$ cat config.mk
export PLATFORM = sky130hd
export DESIGN_NAME = adlv_resolve_31_flat
export DESIGN_NICKNAME = d
export VERILOG_FILES = /design/src/rtl/adlv_resolve_31_pkg.sv /design/src/rtl/adlv_resolve_31_if.sv /design/src/rtl/adlv_chunk_add.sv /design/src/rtl/adlv_resolve_31.sv /design/src/flat_wrapper.sv
export SDC_FILE = /design/constraint.sdc
export NUM_CORES = 1
export LEC_CHECK = 0
export ABC_AREA = 1
export CAP_MARGIN = 10
export CELL_PAD_IN_SITES_DETAIL_PLACEMENT = 1
export CELL_PAD_IN_SITES_GLOBAL_PLACEMENT = 2
export CORE_AREA = 5 5 171 107
export DETAILED_ROUTE_END_ITERATION = 8
export DIE_AREA = 0 0 176 112
export PLACE_DENSITY = 0.75
export SYNTH_ARGS = -nofsm -noshare
export SYNTH_HDL_FRONTEND = slang
export SYNTH_SLANG_ARGS = --single-unit
$ cat constraint.sdc
create_clock -name clk -period 3.17 [get_ports clk]
set_input_delay 0.317 -clock clk [delete_from_list [all_inputs] [get_ports clk]]
set_output_delay 0.317 -clock clk [all_outputs]
set_load 0.01 [all_outputs]
$ cat src/rtl/adlv_resolve_31_pkg.sv
// Shared types and sizing helpers for the redundant-to-binary resolver.
// Pure declarations: no latency, no backpressure.
// The ready/valid behaviour is defined by the modules that import this package.
package adlv_pkg;
    localparam int WIDTH_DEFAULT = 31;
    localparam int CHUNK_DEFAULT = 8;

    typedef enum logic [1:0] {IDLE, RUN, DONE} state_t;

    // The resolved value is WIDTH+2 bits wide, split into CHUNK-bit slices.
    function automatic int nchunk(input int width, input int chunk);
        return (width + 2 + chunk - 1) / chunk;
    endfunction
endpackage

$ cat src/rtl/adlv_resolve_31_if.sv
// Ready/valid bundle between the adder array, the resolver and its consumer.
// Wires only: no latency.
// Backpressure is carried on in_ready and out_ready.
interface adlv_resolve_31_if
    import adlv_pkg::*;
#(
    parameter int WIDTH = WIDTH_DEFAULT
);
    logic             in_valid;
    logic             in_ready;
    logic [WIDTH-1:0] s_in;
    logic [WIDTH-1:0] e_in;
    logic             out_valid;
    logic             out_ready;
    logic [WIDTH+1:0] sum_out;

    modport master (
        output in_valid, s_in, e_in, out_ready,
        input  in_ready, out_valid, sum_out
    );

    modport slave (
        input  in_valid, s_in, e_in, out_ready,
        output in_ready, out_valid, sum_out
    );
endinterface

$ cat src/rtl/adlv_chunk_add.sv
// CHUNK-bit ripple slice of the resolver: a + b + cin.
// Combinational, zero latency.
// No backpressure; the caller sequences the slices.
module adlv_chunk_add #(
    parameter int CHUNK = 8
) (
    input  logic [CHUNK-1:0] a,
    input  logic [CHUNK-1:0] b,
    input  logic             cin,
    output logic [CHUNK-1:0] sum,
    output logic             cout
);
    assign {cout, sum} = (CHUNK+1)'(a) + (CHUNK+1)'(b) + (CHUNK+1)'(cin);
endmodule

$ cat src/rtl/adlv_resolve_31.sv
// Resolves a (sum, carry) redundant pair into s + (e << 1), CHUNK bits per cycle.
// Latency: out_valid rises NCHUNK edges after in_fire; one result per NCHUNK+2 cycles.
// Backpressure: in_ready only in IDLE; result held in DONE until out_ready. Option: ADLV_RESOLVE_ERRCNT_EN.
module adlv_resolve_31
    import adlv_pkg::*;
#(
    parameter int WIDTH = WIDTH_DEFAULT,
    parameter int CHUNK = CHUNK_DEFAULT
) (
    input  logic               clk,
    input  logic               rst_n,
    adlv_resolve_31_if.slave   bus,
    output logic               busy
`ifdef ADLV_RESOLVE_ERRCNT_EN
    ,
    output logic [$clog2(WIDTH+1)-1:0] err_cnt
`endif
);
    localparam int W2  = WIDTH + 2;
    localparam int NCH = nchunk(WIDTH, CHUNK);
    localparam int CW  = (NCH > 1) ? $clog2(NCH) : 1;
    localparam logic [W2-1:0] SLICE_MASK = W2'({CHUNK{1'b1}});

    state_t            state, state_nx;
    logic [CW-1:0]     cnt;
    logic              carry;
    logic [WIDTH-1:0]  s_r, e_r;
    logic [W2-1:0]     sum_r;
    logic              in_fire;
    logic              last_chunk;

    logic [W2-1:0]     a_full, b_full, sum_upd;
    logic [CHUNK-1:0]  a_chk, b_chk, s_chk;
    logic              c_out;
    int                shamt;

    assign in_fire    = bus.in_valid & bus.in_ready;
    assign last_chunk = (cnt == CW'(NCH - 1));
    assign a_full     = {2'b0, s_r};
    assign b_full     = {1'b0, e_r, 1'b0};

    // Slice selection by shifting; the top slice zero-fills and its excess bits fall off.
    always_comb begin
        shamt   = int'(cnt) * CHUNK;
        a_chk   = CHUNK'(a_full >> shamt);
        b_chk   = CHUNK'(b_full >> shamt);
        sum_upd = (sum_r & ~(SLICE_MASK << shamt)) | (W2'(s_chk) << shamt);
    end

    adlv_chunk_add #(.CHUNK(CHUNK)) u_chunk_add (
        .a    (a_chk),
        .b    (b_chk),
        .cin  (carry),
        .sum  (s_chk),
        .cout (c_out)
    );

    always_ff @(posedge clk) begin
        if (!rst_n) state <= IDLE;
        else        state <= state_nx;
    end

    always_comb begin
        state_nx      = state;
        bus.in_ready  = 1'b0;
        bus.out_valid = 1'b0;
        busy          = 1'b0;
        unique case (state)
            IDLE: begin
                bus.in_ready = rst_n;
                if (in_fire) state_nx = RUN;
            end
            RUN: begin
                busy = 1'b1;
                if (last_chunk) state_nx = DONE;
            end
            DONE: begin
                busy          = 1'b1;
                bus.out_valid = 1'b1;
                if (bus.out_ready) state_nx = IDLE;
            end
            default: state_nx = IDLE;
        endcase
    end

    always_ff @(posedge clk) begin
        if (!rst_n) begin
            cnt   <= '0;
            carry <= 1'b0;
            s_r   <= '0;
            e_r   <= '0;
            sum_r <= '0;
        end else begin
            case (state)
                IDLE: if (in_fire) begin
                    s_r   <= bus.s_in;
                    e_r   <= bus.e_in;
                    cnt   <= '0;
                    carry <= 1'b0;
                end
                RUN: begin
                    sum_r <= sum_upd;
                    carry <= c_out;
                    cnt   <= last_chunk ? '0 : cnt + 1'b1;
                end
                default: ;
            endcase
        end
    end

    assign bus.sum_out = sum_r;

`ifdef ADLV_RESOLVE_ERRCNT_EN
    localparam int ECW = $clog2(WIDTH + 1);
    logic [ECW-1:0] pop;

    always_comb begin
        pop = '0;
        for (int i = 0; i < WIDTH; i++) pop = pop + ECW'(bus.e_in[i]);
    end

    always_ff @(posedge clk) begin
        if (!rst_n)       err_cnt <= '0;
        else if (in_fire) err_cnt <= pop;
    end
`endif
endmodule

$ cat src/flat_wrapper.sv
// flat-port wrapper written by rule: the top's interface ports become plain ports
module adlv_resolve_31_flat import adlv_pkg::*;
#(
    parameter int WIDTH = WIDTH_DEFAULT,
    parameter int CHUNK = CHUNK_DEFAULT
)
  (clk, rst_n, busy, bus_in_valid, bus_s_in, bus_e_in, bus_out_ready, bus_in_ready, bus_out_valid, bus_sum_out);
  adlv_resolve_31_if #(.WIDTH(WIDTH)) bus_i ();
  input  logic clk;
  input  logic rst_n;
  output logic busy;
  input wire logic [$bits(bus_i.in_valid)-1:0] bus_in_valid;
  input wire logic [$bits(bus_i.s_in)-1:0] bus_s_in;
  input wire logic [$bits(bus_i.e_in)-1:0] bus_e_in;
  input wire logic [$bits(bus_i.out_ready)-1:0] bus_out_ready;
  output wire logic [$bits(bus_i.in_ready)-1:0] bus_in_ready;
  output wire logic [$bits(bus_i.out_valid)-1:0] bus_out_valid;
  output wire logic [$bits(bus_i.sum_out)-1:0] bus_sum_out;
  assign bus_i.in_valid = bus_in_valid;
  assign bus_i.s_in = bus_s_in;
  assign bus_i.e_in = bus_e_in;
  assign bus_i.out_ready = bus_out_ready;
  assign bus_in_ready = bus_i.in_ready;
  assign bus_out_valid = bus_i.out_valid;
  assign bus_sum_out = bus_i.sum_out;
  adlv_resolve_31 #(.WIDTH(WIDTH), .CHUNK(CHUNK)) u_core (.clk(clk), .rst_n(rst_n), .bus(bus_i), .busy(busy));
endmodule
# Word-level counts from Yosys, hierarchy flattened
# Index checks and enable logic that the tools add are counted.
# Widths: inputs -> output; s select.
[word_totals] reg_bits=101 inputBits=66 elab_cells=41
[op_classes] add_sub_neg=3 eq_ne=6 n_shift=4 mux=12 n_bitwise=4 reduce_logical=6
[ops] op="$and 33x33->33" n=1
[ops] op="$not 33->33" n=1
[ops] op="$or 33x33->33" n=1
[ops] op="$shl 8x6->33" n=1
[ops] op="$shl 8x6->33 const A" n=1
[ops] op="$shr 32x6->8" n=1
[ops] op="$shr 31x6->8" n=1
[ops] op="$add 8x8->9" n=1
[ops] op="$add 9x1->9" n=1
[ops] op="$mux 2" n=3
[ops] op="$mux 3" n=2
[ops] op="$pmux 2 s3" n=1
[ops] op="$pmux 3 s2" n=1
[ops] op="$mux 1" n=4
[ops] op="$ne 2x1->1 const B" n=2
[ops] op="$reduce_and 2->1" n=2
[ops] op="$add 3x1->3 const B" n=1
[ops] op="$eq 3x3->1 const B" n=1
[ops] op="$reduce_and 3->1" n=1
[ops] op="$eq 2x1->1 const B" n=1
[ops] op="$eq 2x2->1 const B" n=1
[ops] op="$logic_not 2->1" n=1
[ops] op="$ne 2x2->1 const B" n=1
[ops] op="$pmux 1 s2" n=1
[ops] op="other kinds (3)" n=3

# Longest topological paths before layout
# Gate-level depths: netlist of the first run.
[logic_depth] ltp_word=5 mapped_depth=16 mapped_depth_nobuf=15

# Modules after synthesis
# From an unflattened synthesis of the first run, not the netlist that was laid out.
[hier_totals] cells_unflattened=690 hier_area_um2=4992.3
[modules_own_cells] mod="adlv_resolve_31" instances=1 cells_per_inst=631 area_per_inst_um2=4640.7 seq_area_each_um2=2021.9
[modules_own_cells] mod="adlv_chunk_add" instances=1 cells_per_inst=59 area_per_inst_um2=351.6 seq_area_each_um2=0.0

# Worst setup path after synthesis of the first run
# No wires, ideal clock.
[synth_timing] path_type="reg-to-reg" startpoint="register u_core.cnt[0]" endpoint="register u_core.sum_r[20], in the netlist u_core.bus.sum_out[20]" setup_time_ns=0.070 arrival_ns=2.548 slack_ns=0.551 stages_incl_launch_ff=14 path_buffers=2 cell_sequence="dfxtp_1 buf_2 buf_1 a21oi_1 o21ai_0 nand2_1 fa_1 fa_1 nand2_1 nand3_1 and2_1 xor2_1 nand3_1 a21oi_1"
[synth_via] elab_chain_cells=5 word_cells_on_any_way=9 cone_classes="add/sub (2); shift (4); bitwise (3)"
[synth_rtl] element="from (decl)" line="adlv_resolve_31.sv:25" source="logic [CW-1:0] cnt;"
[synth_rtl] element="from (signal assigned)" line="adlv_resolve_31.sv:104" source="cnt <= last_chunk ? '0 : cnt + 1'b1;"
[synth_rtl] element="$shr 32x6->8 or $shr 31x6->8 (tied branches)" line="adlv_resolve_31.sv:46, adlv_resolve_31.sv:45"
[synth_rtl] element="$add 8x8->9" line="adlv_chunk_add.sv:13" source="assign {cout, sum} = (CHUNK+1)'(a) + (CHUNK+1)'(b) + (CHUNK+1)'(cin);"
[synth_rtl] element="$add 9x1->9" line="adlv_chunk_add.sv:13"
[synth_rtl] element="$shl 8x6->33" line="adlv_resolve_31.sv:47" source="sum_upd = (sum_r & ~(SLICE_MASK << shamt)) | (W2'(s_chk) << shamt);"
[synth_rtl] element="$or 33x33->33 (*)" line="adlv_resolve_31.sv:47"
[synth_rtl] element="to (signal assigned)" line="adlv_resolve_31.sv:102" source="sum_r <= sum_upd;"
[synth_rtl] element="to (decl)" line="adlv_resolve_31.sv:28" source="logic [W2-1:0] sum_r;"
# Mark *: on every way between the ends. The rest lies on a longest branch, timed or not.
# A chain may end at the register's enable or synchronous reset.

# Final worst setup path of the first run
[layout_timing] startpoint="register u_core.cnt[0]" endpoint="register u_core.sum_r[12], in the netlist u_core.bus.sum_out[12]"
# Same word-level chain as after synthesis.

==> results of run 1 <==
==> power groups by stage <==
stage                     sequential [W]  combinational, W  clock [W]
after floorplan                  0.00155          0.000741          0
after global placement           0.00159           0.00114          0
after detailed placement         0.00159           0.00116          0
after CTS                        0.00157           0.00117    0.00124
after global routing             0.00159           0.00133    0.00129
final                            0.00157           0.00116    0.00121
==> flip-flops by register name (all words and copies together) (netlist names) <==
| name | cells |
|---|---|
| u_core.bus.sum_out | 33 |
| u_core.carry | 1 |
| u_core.cnt | 3 |
| u_core.e_r | 31 |
| u_core.s_r | 31 |
| u_core.state | 2 |
==> through the flow <==
stage	worst slack, ps	instance area (um2)
floorplan	551	4550
global placement	517	5740
detailed placement	413	5740
CTS	367	6060
global route	43.6	6060
finish	358	6060
==> layout by cell type (no fill, tap or decap), types with 2 or more instances in the layout <==
cell,synthesis,final
bufinv_16,0,2
inv_1,55,55
o21ai_0,98,98
nand2_1,147,147
clkinv_4,0,2
clkdlybuf4s50_1,0,100
ha_1,16,16
a21oi_1,98,98
nor2_1,18,18
fa_1,2,2
a22oi_1,4,4
nand3_1,22,22
nand4_1,9,9
nor2_4,3,3
buf_4,2,8
dfxtp_1,101,100
inv_2,6,6
clkbuf_16,0,9
==> final cells by class <==
type                    instances  area [um2]  share of cell area
repair buffers                109        1070               0.176
inverters                      62         233              0.0384
multi-input cells             427        2150               0.355
well taps                     214         268              0.0442
clock inverters                 7        98.8              0.0163
flip-flops and latches        101        2020               0.334
clock buffers                   9         225              0.0371
==> worst max-delay path: cells and delay by family (launching register included) <==
kind / cells / cell delay [ps]
XOR/XNOR: 1 / 270
AO/OA/AOI/OAI: 4 / 490
AND/OR/NAND/NOR: 4 / 450
flip-flops: 1 / 630
adder cells (fa/ha/maj): 2 / 880
==> routing by layer <==
metal	routed length, um	up-vias	track usage	share of wire
li1	-	2225	-	-
met1	8240	2106	0.239	0.54
met2	6120	87	0.229	0.40
met3	835	12	0.0421	0.054
met4	141	0	0.0301	0.0092
met5	0	-	0	0
==> worst max path at each step <==
stage	startpoint	end	slack (ps)
finish	u_core.cnt[0]	u_core.bus.sum_out[12]	360
CTS	u_core.cnt[0]	u_core.bus.sum_out[12]	370
global placement	u_core.cnt[0]	u_core.bus.sum_out[28]	520
floorplan	u_core.cnt[0]	u_core.bus.sum_out[20]	550
detailed placement	u_core.cnt[0]	u_core.bus.sum_out[12]	410
global route	u_core.cnt[0]	u_core.bus.sum_out[12]	40
==> kinds of logic after synthesis <==
family / after synthesis / synth area share
xor+xnor: 2 / 0.00385
buf+inv: 98 / 0.0838
fa+ha+maj: 18 / 0.0527
simple gates: 202 / 0.184
flops: 101 / 0.444
compound gates: 205 / 0.231
==> results.tsv, run 1 <==
metric	value	unit
Mapped Avg Cell Area	7.28	um2
largest cells by area after synthesis	dfxtp_1 44%, nand2_1 12%, a21oi_1 11%	
FF-to-FF setup slack	360	ps
Yosys cell types	28	
drt via density	4.77	
Final Non-Filler Cells	929	
input/output buffers	101	
layout cells sized above 1	0.0531	
CP startpoint kind	register	
final clock skew	9.13	ps
Crit path arrival time	3070	ps
Clock Latency Late Sink	350	ps
Tot Pwr	0.00394	W
fin. max-slew vios	0	
clock tree from TritonCTS	built	
final setup vio count	0	
WHS Path Cells	3	
Post-CTS Resized	0	
Die ar.	19700	um2
Post-CTS Hold Fix Bufs	0	
syn_nets	710	
total congestion overflow	0	
dominant cell type by area after synthesis	dfxtp_1	
Total GRT Usage	0.159	
DP HPWL	11500	um
WHS Endpoint	u_core.bus.sum_out[15]	
Post-Route WL	15300	um
Core Box Area	16700	um2
Switching Share	0.346	
Net Sw Power	0.00137	W
first-pass GRT wire length	25100	um
Final Util	0.364	
CP Cell Sequence	a21oi_1, o21ai_0, a21oi_1, fa_1, fa_1, nand2_1, nand3_1, and2_1, xor2_1, nand3_1, a21oi_1	
LEAKAGE	2.34	nW
unrepaired setup endpoints after global routing	no	
status	completed	
Seq pwr share	0.398	
clock slew at reported path FFs	70	ps
Worst-Margin Slew	953	ps
Post-synth top flop	dfxtp_1	
cell with the most instances after synthesis	nand2_1	
Worst path max stage delay	630	ps
final hold violation count	0	
cells on worst reg2reg path	11	
internal power	0.00258	W
Post-synth EDFFs	0	
critical path class	register to register	
I/O Pins	102	
Synth Instances	626	
r2r startpoint	u_core.cnt[0]	
drt drc	0	
fillers	2056	
Post-Syn Area	4550	um2
Setup Buffers After CTS	0	
Die Y	112	um
CTS Root Cell	clkbuf_16	
antenna violations before repair	0	
ys async rst share	0	
commonest cells in the netlist	147 x nand2_1, 101 x dfxtp_1, 98 x a21oi_1, 98 x o21ai_0, 55 x inv_1	
CP Max Fanout	30	
wire per inst	16.5	um
H-tree depth	3	
width of the die	176	um
share of the synthesized area in the top cell type	0.444	
row count	37	
worst endpoint required time	3430	ps
hold_ws	288	ps
Hold Startpoint	rst_n	
Worst slew margin	0.365	
Top cell by count, worst path	a21oi_1	
Pre-antenna DRT Iters	4	
pin count of the biggest net entering global routing	65	
TritonCTS Buffers	9	
Final GP Congestion	0.808	
violation count after the first detailed-route iteration	257	
vias in the first global route	4610	
Placed Cells	913	
pwr dens	650	nW/um2
Antenna Cells	0	
max-cap viol count	0	
P&R area growth vs syn	33.2	%
clk buf depth	2	
reg-to-reg endpoint	u_core.bus.sum_out[12]	
fin nets	794	
hold crit path type	primary input to register	
Setup Total Neg Slack	0	ps
antenna-violating nets left	0	
VDD IR max	325	uV
# clock sinks	101	
Ys Warns	0	
Initial Utilization	0.273	
vias post-DR	4430	
synthesized flop and latch total	101	
min cycle time layout	2810	ps
fmax	0.356	GHz
clock share of power	0.307	
critical path endpoint category	register	
fin crit share	0.887	
crit path max-delay cell type	dfxtp_2	
Comb pwr share	0.295	
sequential share of the synthesized area	0.444	
Note: power is estimated with default switching activity, not from simulation.
==> inputs of run 2 (changes only) <==
--- a/config.mk
+++ b/config.mk
@@ -13,6 +13,7 @@
 export DETAILED_ROUTE_END_ITERATION = 8
 export DIE_AREA = 0 0 176 112
 export PLACE_DENSITY = 0.75
+export SKIP_CTS_REPAIR_TIMING = 1
 export SYNTH_ARGS = -nofsm -noshare
 export SYNTH_HDL_FRONTEND = slang
 export SYNTH_SLANG_ARGS = --single-unit
==> results of run 2 <==
The final DEF is identical to that of run 1; final timing and power are the same.
==> inputs of run 3 (changes only) <==
--- a/config.mk
+++ b/config.mk
@@ -9,10 +9,10 @@
 export CAP_MARGIN = 10
 export CELL_PAD_IN_SITES_DETAIL_PLACEMENT = 1
 export CELL_PAD_IN_SITES_GLOBAL_PLACEMENT = 2
-export CORE_AREA = 5 5 171 107
+export CORE_AREA = 5 5 166 104
 export DETAILED_ROUTE_END_ITERATION = 8
-export DIE_AREA = 0 0 176 112
-export PLACE_DENSITY = 0.75
+export DIE_AREA = 0 0 171 109
+export PLACE_DENSITY = 0.79
 export SKIP_CTS_REPAIR_TIMING = 1
 export SYNTH_ARGS = -nofsm -noshare
 export SYNTH_HDL_FRONTEND = slang
==> constraint.sdc (replaced) <==
create_clock -name clk -period 3.45 [get_ports clk]
set_input_delay 0.345 -clock clk [delete_from_list [all_inputs] [get_ports clk]]
set_output_delay 0.345 -clock clk [all_outputs]
set_load 0.01 [all_outputs]
==> run 3 against run 2 <==
  * Sequential cell count unchanged
  * Worst hold slack better by 170 ps
  * Die area down 5.4%
  * Highest routed layer unchanged
  * Combinational power down 7%
  * Largest cell class unchanged
  * Critical endpoint is now u_core.bus.sum_out[28]
  * Critical path depth unchanged
  * Final cell count down 0.65%
  * Non-clock buffer count down 1
  * Core utilization up 1.9 points
  * Global-route usage up 0.77 points
==> results.tsv, run 3 (same netlist as run 1, synthesis figures left out) <==
metric	value	unit	change
status	completed		unchanged
critical path class	register to register		unchanged
violation count after the first detailed-route iteration	215		was 257
min cycle time layout	3020	ps	was 2810 ps
first-pass GRT wire length	24400	um	was 25100 um
antenna-violating nets left	0		unchanged
row count	36		was 37
drt drc	0		unchanged
Final GP Congestion	0.799		was 0.808
area of the multi-input gates	2150	um2	unchanged
register area	2020	um2	unchanged
Clock Latency Late Sink	350	ps	about the same
pwr dens	585	nW/um2	was 650 nW/um2
placed inst area	5730	um2	was 5740 um2
vias post-DR	4441		was 4430
vias in the first global route	4571		was 4610
Final WS setup	429	ps	was 358 ps
Initial Utilization	0.290		was 0.273
Placement Setup Slack	482	ps	was 413 ps
unrepaired setup endpoints after global routing	no		unchanged
DP HPWL	11600	um	was 11500 um
clock slew at reported path FFs	80	ps	was 70 ps
CP Max Fanout	26		was 30
H-tree depth	3		unchanged
Pre-antenna DRT Iters	4		unchanged
hold crit path type	register to register		was primary input to register
P&R area growth vs syn	32.1	%	was 33.2%
antenna violations before repair	0		unchanged
Worst-Margin Slew	605	ps	was 953 ps
Post-Route WL	15300	um	about the same
VDD IR max	322	uV	was 325 uV
I/O Pins	102		unchanged
fillers	1930		was 2056
total congestion overflow	0		unchanged
clk buf depth	2		unchanged
Worst slew margin	0.597		was 0.365
Die ar.	18600	um2	was 19700 um2
TritonCTS Buffers	9		unchanged
design area	6020	um2	was 6060 um2
pin count of the biggest net entering global routing	67		was 65
layout cells sized above 1	0.0518		was 0.0531
final clock skew	11.1	ps	was 9.13 ps
fin. max-slew vios	0		unchanged
Total GRT Usage	0.167		was 0.159
clock tree from TritonCTS	built		unchanged
LEAKAGE	2.32	nW	was 2.34 nW
CP startpoint kind	register		unchanged
wire per inst	16.5	um	about the same
Core Box Area	15700	um2	was 16700 um2
input/output buffers	101		unchanged
CTS Root Cell	clkbuf_16		unchanged
Setup Total Neg Slack	0	ps	unchanged
most common cell after layout, fill and taps aside	nand2_1		unchanged
max reg flops	33		unchanged
critical path endpoint category	register		unchanged
drt via density	4.81		was 4.77
fin crit share	0.876		was 0.887
width of the die	171	um	was 176 um
Antenna Cells	0		unchanged
fin nets	793		was 794
max-cap viol count	0		unchanged
Final Util	0.383		was 0.364
# clock sinks	101		unchanged
Crit path arrival time	3300	ps	was 3070 ps
most frequent cells in the layout	147 x nand2_1, 100 x clkdlybuf4s50_1, 100 x dfxtp_1, 98 x o21ai_0, 98 x a21oi_1		unchanged
Die Y	109	um	was 112 um
final setup vio count	0		unchanged
fmax	0.331	GHz	was 0.356 GHz
worst endpoint required time	3720	ps	was 3430 ps
final hold violation count	0		unchanged
[run 3: cell type report]
type,count,area share
inverters,62,0.0387
multi-input cells,427,0.357
clock inverters,7,0.0108
clock buffers,9,0.0374
flip-flops and latches,101,0.336
repair buffers,108,0.176
well taps,209,0.0435
[run 3: through the flow]
stage	total power, W	instances	hold WS (ps)
after detailed placement	0.00255	907	456
final	0.00352	923	459
after global placement	0.00251	907	449
after CTS	0.00356	923	467
after floorplan	0.00210	626	429
after global routing	0.00375	923	484
[run 3: final timing paths]
check,start,end,slack (ps),cells past startpoint
setup / recovery,u_core.cnt[0],u_core.bus.sum_out[28],430,11
setup reg to reg,u_core.cnt[0],u_core.bus.sum_out[28],430,11
hold / removal,u_core.s_r[15],u_core.s_r[15],460,2
hold reg to reg,u_core.s_r[15],u_core.s_r[15],460,2
[run 3: worst max-delay path, stage by stage (launching register included)]
cell	delay [ps]
dfxtp_2	690
inv_2	160
o21ai_0	220
nand2_1	110
fa_1	420
fa_1	420
nand2_1	90
nand3_1	80
and2_1	170
xor2_1	280
nand3_1	130
a21oi_1	160
[run 3: power by group]
part	leakage (nW)	switching, W	internal, W
clock network	0.146	0.000491	0.000509
logic	1.35	0.000682	0.000398
registers	0.825	0.000106	0.00133
total	2.32	0.00128	0.00224
[run 3: metal layers]
layer  track usage  vias up  wire, um
met2         0.254       89      6320
met1         0.243     2118      8020
met3        0.0370        9       770
met5             0        -         0
met4        0.0328        0       139
li1              -     2225         -
